File: src/rtl/k005297_pgmatch.sv
// Relative-page capture and page search for the K005297 bubble controller.
// Assembles the serial page number once per rotation and hunts for a target page.
module k005297_pgmatch #(
  parameter int PAGES    = 2053,
  parameter int TO_PAGES = 2053
) (
  input  logic        i_MCLK,
  input  logic        i_RST,
  input  logic        i_CLK2M_PCEN_n,
  input  logic [19:0] i_ROT20_n,
  input  logic        i_RELPGCNTR_LSB,
  input  logic        i_SRCH_START,
  input  logic        i_SRCH_ABORT,
  input  logic [11:0] i_TARGET_PG,
  output logic [11:0] o_PAGE,
  output logic        o_PAGE_VLD,
  output logic        o_RELPGCNTR_CNT_START,
  output logic        o_RELPGCNTR_CNT_STOP,
  output logic        o_BUSY,
  output logic        o_SRCH_HIT,
  output logic        o_SRCH_ERR
);

  typedef enum logic [2:0] {IDLE, ARMED, SEARCH, HIT, ERR} state_t;

  localparam logic [12:0] PAGES_LIM = 13'(PAGES);
  localparam logic [11:0] TO_LIM    = 12'(TO_PAGES);

  logic        en;
  logic [19:0] slot_low;
  logic        slot_valid;
  logic [4:0]  slot_idx;
  logic        slot_zero;
  logic        commit;
  logic        frame_ok;
  logic [11:0] capture;

  state_t      state, state_nx;
  logic [11:0] target, target_nx;
  logic [11:0] cnt, cnt_nx, cnt_inc;
  logic        busy_nx, hit_nx, err_nx, start_nx, stop_nx;

  assign en = ~i_CLK2M_PCEN_n;

  // A slot is valid only when exactly one rotation line is low.
  always_comb begin
    slot_low   = ~i_ROT20_n;
    slot_valid = (slot_low != 20'd0) && ((slot_low & (slot_low - 20'd1)) == 20'd0);
    slot_idx   = 5'd0;
    for (int i = 0; i < 20; i++)
      if (slot_low[i]) slot_idx = 5'(i);
  end

  assign slot_zero = slot_valid && (slot_idx == 5'd0);
  // frame_ok blocks a commit of a partial frame seen right after reset.
  assign commit    = slot_valid && (slot_idx == 5'd12) && frame_ok;

  always_ff @(posedge i_MCLK or posedge i_RST) begin
    if (i_RST) begin
      capture    <= 12'd0;
      o_PAGE     <= 12'd0;
      o_PAGE_VLD <= 1'b0;
      frame_ok   <= 1'b0;
    end else if (en) begin
      o_PAGE_VLD <= commit;
      if (slot_zero) frame_ok <= 1'b1;
      if (commit) o_PAGE <= capture;
      for (int k = 0; k < 12; k++)
        if (slot_valid && slot_idx == 5'(k)) capture[k] <= i_RELPGCNTR_LSB;
    end
  end

  assign cnt_inc = (cnt == TO_LIM) ? cnt : cnt + 12'd1;

  always_comb begin
    state_nx  = state;
    target_nx = target;
    cnt_nx    = cnt;
    busy_nx   = o_BUSY;
    hit_nx    = o_SRCH_HIT;
    err_nx    = o_SRCH_ERR;
    start_nx  = 1'b0;
    stop_nx   = 1'b0;
    case (state)
      IDLE, HIT, ERR: begin
        if (i_SRCH_ABORT) begin
          state_nx = IDLE;
          hit_nx   = 1'b0;
          err_nx   = 1'b0;
        end else if (i_SRCH_START) begin
          target_nx = i_TARGET_PG;
          hit_nx    = 1'b0;
          err_nx    = 1'b0;
          if ({1'b0, i_TARGET_PG} >= PAGES_LIM) begin
            state_nx = ERR;
            err_nx   = 1'b1;
          end else begin
            state_nx = ARMED;
            busy_nx  = 1'b1;
            start_nx = 1'b1;
          end
        end
      end
      ARMED: begin
        if (i_SRCH_ABORT) begin
          state_nx = IDLE;
          busy_nx  = 1'b0;
          stop_nx  = 1'b1;
        end else if (slot_zero) begin
          state_nx = SEARCH;
          cnt_nx   = 12'd0;
        end
      end
      SEARCH: begin
        if (i_SRCH_ABORT) begin
          state_nx = IDLE;
          busy_nx  = 1'b0;
          stop_nx  = 1'b1;
        end else if (commit) begin
          cnt_nx = cnt_inc;
          // A match on the timeout commit still counts as a hit.
          if (capture == target) begin
            state_nx = HIT;
            hit_nx   = 1'b1;
            busy_nx  = 1'b0;
            stop_nx  = 1'b1;
          end else if (cnt_inc == TO_LIM) begin
            state_nx = ERR;
            err_nx   = 1'b1;
            busy_nx  = 1'b0;
            stop_nx  = 1'b1;
          end
        end
      end
      default: state_nx = IDLE;
    endcase
  end

  always_ff @(posedge i_MCLK or posedge i_RST) begin
    if (i_RST) begin
      state                 <= IDLE;
      target                <= 12'd0;
      cnt                   <= 12'd0;
      o_BUSY                <= 1'b0;
      o_SRCH_HIT            <= 1'b0;
      o_SRCH_ERR            <= 1'b0;
      o_RELPGCNTR_CNT_START <= 1'b0;
      o_RELPGCNTR_CNT_STOP  <= 1'b0;
    end else if (en) begin
      state                 <= state_nx;
      target                <= target_nx;
      cnt                   <= cnt_nx;
      o_BUSY                <= busy_nx;
      o_SRCH_HIT            <= hit_nx;
      o_SRCH_ERR            <= err_nx;
      o_RELPGCNTR_CNT_START <= start_nx;
      o_RELPGCNTR_CNT_STOP  <= stop_nx;
    end
  end

endmodule
File: config.mk
export PLATFORM = sky130hd
export DESIGN_NAME = k005297_pgmatch
export DESIGN_NICKNAME = d
export VERILOG_FILES = /design/src/rtl/k005297_pgmatch.sv
export SDC_FILE = /design/constraint.sdc
export NUM_CORES = 1
export LEC_CHECK = 0
export ABC_AREA = 1
export CORE_UTILIZATION = 55
export CTS_CLUSTER_SIZE = 14
export DETAILED_ROUTE_END_ITERATION = 6
export PLACE_DENSITY = 0.9
export SLEW_MARGIN = 15
export SYNTH_ARGS = -nofsm -noshare
export SYNTH_HDL_FRONTEND = slang
export SYNTH_SLANG_ARGS = --single-unit
File: constraint.sdc
create_clock -name i_MCLK -period 2.8 [get_ports i_MCLK]
set_clock_uncertainty 0.15 [all_clocks]
set_input_delay 0.28 -clock i_MCLK [delete_from_list [all_inputs] [get_ports i_MCLK]]
set_output_delay 0.28 -clock i_MCLK [all_outputs]
set_load 0.02 [all_outputs]
-- Yosys cells after proc, flatten, opt, wreduce, memory -nomap -nowiden
Cells that the tools add are included.
Widths: inputs -> output; s select.
- add/sub/neg operators: 2
- $lt $le $gt $ge: 1
- eq/ne operators: 34
- muxes and demuxes: 68
- bitwise logic cells: 4
- reduce and logical (&&, ||, !) cells: 42
- operator list (cell ; count):
    $mux 5 ; 18
    $mux 12 ; 5
    $mux 1 ; 30
    $mux 3 ; 9
    $reduce_and 2->1 ; 13
    $eq 5x4->1 const B ; 5
    $eq 12x12->1 const B ; 2
    $pmux 12 s2 ; 1
    $ne 2x2->1 const B ; 11
    $and 20x20->20 ; 1
    $eq 5x3->1 const B ; 4
    $logic_not 20->1 ; 1
    $not 20->20 ; 1
    $reduce_bool 20->1 ; 1
    $sub 20x1->20 const B ; 1
    $logic_and 1x1->1 ; 15
    $add 12x1->12 const B ; 1
    $eq 12x12->1 ; 1
    $ge 12x12->1 const B ; 1
    $reduce_and 6->1 ; 2
    $eq 5x2->1 const B ; 2
    $ne 3x3->1 const B ; 3
    $pmux 3 s3 ; 1
    $reduce_and 8->1 ; 1
    other kinds (16) ; 21
- bits in registers: 58
- bits of input ports: 38
- output and inout bits: 18

-- Longest topological paths before layout
Gate-level depths: netlist of the first run.
- word-level depth: 26
- gate-level depth with buffers: 25
- gate-level depth less buffers: 25

-- Worst setup path after synthesis of the first run
OpenSTA, ideal clock, no wires.
- path type: register to register
- from: reg cnt[0]
- to: reg state[0]
- arrival: 1921 ps
- data required time: 2529 ps
- path slack: 608 ps
- cell stages (with the launch flop): 15
- cells stage by stage: dfrtp_1 > ha_1 > nand3_1 > nor3_1 > nand2_1 > xor2_1 > inv_1 > nor3_1 > nand3_1 > nor2_1 > nor2_1 > nand3_1 > nand2_1 > o21bai_1 > nand2_1
- longest elaborated chain between the ends: 5
- elaborated cells between the ends (all ways): 6
- RTL lines (item ; RTL line ; source):
    start: declaration ; 40 ; logic [11:0] cnt, cnt_nx, cnt_inc;
    start signal: assignment ; 152 ; cnt <= cnt_nx;
    $add 12x1->12 / $eq 12x12->1 (equally long branches) ; 73 ; assign cnt_inc = (cnt == TO_LIM) ? cnt : cnt + 12'd1;
    $mux 12 * ; 73 ;
    $eq 12x12->1 * ; 127 ; end else if (cnt_inc == TO_LIM) begin
    $ne 4x4->1 (no line) * ; - ;
    $reduce_and 5->1 (no line) * ; - ;
    end signal: assignment ; 150 ; state <= state_nx;
    end: declaration ; 38 ; state_t state, state_nx;
Every way passes the cells marked *; elsewhere a longest branch is shown, timed or not.
A chain may end at the register's enable or synchronous reset.

-- Worst setup path in the final report of the first run
- from: reg cnt[1]
- to: reg state[2]
Same word-level chain as after synthesis.

==> results of run 1 <==
[metal layers]
layer  GRT usage [%]  vias up  part of all wire, %
met3            6.00       38                  7.0
met4            14.2        0                  3.3
met5               0        -                    0
li1                -     1981                    -
met1            37.9     1830                   43
met2            46.8      191                   46
[report_power, final]
part	internal (mW)	total, mW	switching [mW]
combinational	0.285	0.685	0.400
sequential	0.962	1.06	0.0946
clock	0.360	0.690	0.330
[sequential cells by signal, indices dropped and copies added (netlist names), 3 cells and up]
signal,flops
cnt,12
target,12
capture,12
state,3
o_PAGE,12
[final cells by class]
| type | count | area (um^2) |
|---|---|---|
| clock buffer | 12 | 155 |
| clock inverter | 3 | 15.0 |
| fill | 558 | 1860 |
| inverter | 80 | 300 |
| multi-input combinational | 414 | 2100 |
| sequential | 58 | 1450 |
| tap | 96 | 120 |
| timing repair buffer | 90 | 826 |
[per-stage QoR]
| stage | setup WS (ps) | instances | total power, mW |
|---|---|---|---|
| 6_report | 140 | 753 | 2.43 |
| 5_1_grt | 10.5 | 753 | 2.56 |
| 4_1_cts | 160 | 753 | 2.42 |
| 3_5_place_dp | -153 | 738 | 1.74 |
| 3_3_place_gp | -58.5 | 738 | 1.70 |
| 2_1_floorplan | 608 | 563 | 1.47 |
[Yosys cell counts (all sizes together)]
library cell | count | share of area, %
ha | 2 | 0.64
clkbuf | 5 | 0.51
nor4 | 7 | 1.4
a31o | 1 | 0.22
a21o | 1 | 0.19
o31ai | 1 | 0.19
xnor2 | 1 | 0.22
nand2 | 199 | 20
nand3 | 29 | 4.2
or2 | 3 | 0.48
xor2 | 18 | 4.0
o21ai | 27 | 4.1
inv | 80 | 7.7
a2111oi | 1 | 0.22
nor2 | 54 | 6.2
a31oi | 2 | 0.32
o21a | 2 | 0.38
a211oi | 1 | 0.19
o21bai | 8 | 1.5
buf | 6 | 1.2
nand4 | 27 | 4.7
nor3 | 14 | 2.1
o211ai | 2 | 0.38
dfrtp | 58 | 37
a21oi | 14 | 1.8
[worst max-delay path: stages (launching register included)]
cell and delay, ps:
dfrtp_1 410, inv_1 110, ha_1 190, nand3_1 100, nor3_1 190, nand2_1 160, nand3_1 110, o21ai_0 130
nor3_1 270, nand3_1 120, nor2_1 140, nor2_1 80, nand3_2 100, nand2_1 100, o21bai_1 140, nand2_1 60
[logic make-up after synthesis]
logic type / share of synthesized area (%)
AOI/OAI and AO/OA: 9.60
and+or+nand+nor: 38.8
DFF: 37.2
buffers and inverters: 9.43
adders and majority gates: 0.642
xor gates and xnor gates: 4.27
[how the worst max path moves through the flow]
stage	cells past startpoint	to	slack (ps)	start
floorplan	16	o_PAGE[10]	610	i_ROT20_n[1]
global placement	16	cnt[11]	-60	i_ROT20_n[3]
detailed placement	16	cnt[2]	-150	i_ROT20_n[3]
CTS	16	cnt[2]	160	i_ROT20_n[3]
global route	16	state[0]	10	i_ROT20_n[3]
finish	15	state[2]	140	cnt[1]
[repair_timing]
item | 4_1_cts | 5_1_grt
setup endpoints to repair | 0 | 12
resized for setup | 0 | 4
endpoints found under the hold margin | 0 | 0
hold buffers | 0 | 0
==> results by group, run 1 <==
Logic synthesis
  – Flops & latches, synth: 58
  – Mapped Avg Cell Area: 6.92 um^2
  – Post-Syn Area: 3900 um^2
  – Post-Syn Instances: 563
  – Distinct cells, synth: 40
  – Sequential fraction of the synthesis area: 37.2%
  – Synth warn: 0
  – Syn_nets: 603

Finish
  – Diode count: 0
  – Area delta synth->final: 27.4%
  – Commonest non-fill, non-tap cell in the layout: nand2_1
  – Design Area, Final: 4970 um^2
  – Total Nets Final: 693
  – Layout cells sized above 1: 13.5%
  – Layout Utilization: 72.7%
  – Most frequent cells in the layout: nand2_1 (189), inv_1 (77), dfrtp_1 (58)

Timing
  – Final period utilization: 95.0%
  – F_max: 0.376 GHz
  – Fin Setup TNS: 0 ps
  – Hold Fails Final Rpt: 0
  – Final hold slack: 173 ps
  – Pins Over Slew Limit: 0
  – Slew HR: 55.1%
  – RSZ-0062 raised after global routing: no
  – Number of setup violations in the final report: 0
  – Tmin final: 2660 ps
  – Worst slew pin tran: 667 ps

Clocking
  – H-tree levels: 3
  – CTS Buf Count: 9
  – Clock latency on the worst-skew pair: 340 ps
  – Post-CTS setup buffer count: 0
  – Clock root buffer: clkbuf_8
  – CTS sink count: 58
  – Clk buf depth: 2
  – Reg clk slew, reported paths: 60 ps
  – CTS tree: built

Job
  – Max cap viols: 0

Floorplanning
  – Initial Util: 57.1%
  – Die area: 7430 um^2
  – Core area: 6830 um^2
  – IO Count: 56
  – # rows: 30
  – DIE WIDTH: 86.2 um
  – Die Y: 86.2 um

Worst setup path
  – CP Class: reg2reg
  – Critical R2R Capture: state[2]
  – Critical Path Start Type: flop
  – Worst path arrival time: 2740 ps
  – Crit end category: flop
  – CP max FO: 4
  – R2R Setup Slk: 140 ps
  – Reg2reg path depth: 15
  – CP required: 2880 ps
  – Reg-to-Reg Start: cnt[1]

Drt
  – Vias/cell: 5.37
  – Post-Route WL: 10100 um
  – Via count: 4040
  – DR WL/cell: 13.4 um
  – DR pass1 iterations: 5
  – Residual DRC: 0
  – Antenna-violating nets left: 0
  – Initial DRC Count: 360

Pwr
  – Peak supply drop: 0.339 mV
  – Leak: 2.56 nW
  – PwrDens: 490 nW/um^2

Placed design
  – Placed cell areas: 4780 um^2
  – Hpwl dp: 7620 um
  – Gpl congestion: 0.922
  – Port Buffers: 55

GRT
  – Tot GR Track Use: 29.2%
  – Initial antenna violation count: 0
  – Vias in the first global route: 3882
  – Largest net degree at the start of global routing: 29
  – Total congestion overflow: 0
  – First-pass GRT wire length: 17100 um

Outcome
  – Status: completed

Min path
  – Worst min-delay path class: in2async
Power figures use the tool's default switching activity.
==> inputs of run 2 (changes only) <==
--- a/config.mk
+++ b/config.mk
@@ -10,6 +10,7 @@
 export CTS_CLUSTER_SIZE = 14
 export DETAILED_ROUTE_END_ITERATION = 6
 export PLACE_DENSITY = 0.9
+export SETUP_SLACK_MARGIN = 0.1
 export SLEW_MARGIN = 15
 export SYNTH_ARGS = -nofsm -noshare
 export SYNTH_HDL_FRONTEND = slang
==> results by group, run 2 (synthesis gave the netlist of run 1 again) <==
Outcome
  – Status: completed

Finish
  – Layout Utilization: 73.3%
  – Finished Layout Cells: 755
  – Design Area, Final: 5010 um^2
  – Commonest non-fill, non-tap cell in the layout: nand2_1
  – Multi-input gate area: 2120 um^2
  – Fill cell count: 546
  – Total Nets Final: 695
  – Layout cells sized above 1: 14.6%
  – Area delta synth->final: 28.5%
  – Diode count: 0
  – Most frequent cells in the layout: nand2_1 (186), inv_1 (77), dfrtp_1 (58)
  – Register area: 1450 um^2

Clocking
  – CTS sink count: 58
  – Clock latency on the worst-skew pair: 340 ps
  – CTS Hold Buffers Added: 0
  – CTS Buf Count: 9
  – Clk buf depth: 2
  – Clock root buffer: clkbuf_8
  – H-tree levels: 3
  – Reg clk slew, reported paths: 60 ps
  – CTS tree: built

Floorplanning
  – # rows: 30
  – IO Count: 56
  – Core area: 6830 um^2
  – DIE WIDTH: 86.2 um
  – Die area: 7430 um^2
  – Die Y: 86.2 um
  – Initial Util: 57.1%

Worst setup path
  – Worst path cell trace: clkdlybuf4s50_1, nand2_1, nor2_4, nand3_4, inv_2, nand2_2, o21ai_1, nand2_1, nor3_2, nand2_1, nor2_2, nand4_4, nand2_2, nand3_4, nand2_2, nand2_1
  – Crit end category: flop
  – R2R Setup Slk: 260 ps
  – CP required: 2870 ps
  – Crit path max-delay family: simple AND/OR/NAND/NOR gates
  – Crit path buf inv count: 2
  – CP Class: in2reg
  – Worst path arrival time: 2680 ps
  – Cell mode on critical path: nand2_1
  – Critical Path Start Type: primary input
  – Slowest stage delay, CP: 510 ps
  – CP max FO: 12
  – Slowest CP cell: clkdlybuf4s50_1

GRT
  – First-pass GRT wire length: 17100 um
  – Initial antenna violation count: 0
  – Total congestion overflow: 0
  – Largest net degree at the start of global routing: 29
  – Tot GR Track Use: 29.2%
  – Vias in the first global route: 3882

Timing
  – Slew HR: 54.9%
  – Tmin final: 2610 ps
  – F_max: 0.383 GHz
  – Worst slew pin tran: 669 ps
  – Pins Over Slew Limit: 0
  – Number of setup violations in the final report: 0
  – Final period utilization: 93.2%
  – Hold Fails Final Rpt: 0
  – RSZ-0062 raised after global routing: yes

Job
  – Max cap viols: 0

Drt
  – Vias/cell: 5.46
  – Post-Route WL: 10300 um
  – Initial DRC Count: 363
  – DR pass1 iterations: 5
  – DR WL/cell: 13.7 um
  – Residual DRC: 0
  – Via count: 4120
  – Antenna-violating nets left: 0

Pwr
  – Leak: 2.58 nW
  – Peak supply drop: 0.342 mV
  – PwrDens: 488 nW/um^2
  – Total Power: 2.44 mW

Placed design
  – Placed cell areas: 4780 um^2
  – Port Buffers: 55
  – Cell total after placement: 738
  – Hpwl dp: 7620 um
  – Gpl congestion: 0.922

Min path
  – Worst min-delay path class: in2async
## run 2: path summary, 6_finish.rpt
kind / endpoint / startpoint / cells past startpoint
worst max-delay path: cnt[2] / i_ROT20_n[3] / 16
worst min-delay path: target[1] / i_RST / 2
min in group i_MCLK: o_PAGE[0] / o_PAGE[0] / 2
worst max register to register: state[2] / cnt[1] / 15
worst min register to register: o_PAGE[0] / o_PAGE[0] / 2
max in group asynchronous: target[0] / i_RST / 3
## run 2: final cells by class
cell class	count	share of cell area, %
well taps	96	2.40
clock inverters	3	0.300
repair buffers	92	16.9
inverters	80	6.05
multi-input cells	414	42.3
clock buffers	12	3.10
flip-flops and latches	58	29.0
## run 2: per-stage QoR
stage	setup WS [ps]	TNS [ps]	hold WS, ps
3_5_place_dp	-153	-3210	315
2_1_floorplan	608	0	240
6_report	191	0	174
5_1_grt	39.0	0	223
4_1_cts	160	0	199
3_3_place_gp	-58.5	-1060	309
## run 2: timing repair
item	4_1_cts	5_1_grt
setup endpoints to repair	0	31
buffers inserted	0	2
gates resized for setup	0	15
## run 2: metal layers
| layer | share of wire, % | global-route usage (%) |
|---|---|---|
| met5 | 0 | 0 |
| met4 | 2.9 | 14.2 |
| met3 | 8.4 | 6.00 |
| met2 | 47 | 46.8 |
| met1 | 42 | 37.9 |
## run 2: power by group
| part | total (mW) | switching, mW | internal, mW |
|---|---|---|---|
| clock network | 0.688 | 0.329 | 0.360 |
| logic | 0.696 | 0.409 | 0.287 |
| registers | 1.06 | 0.0948 | 0.962 |
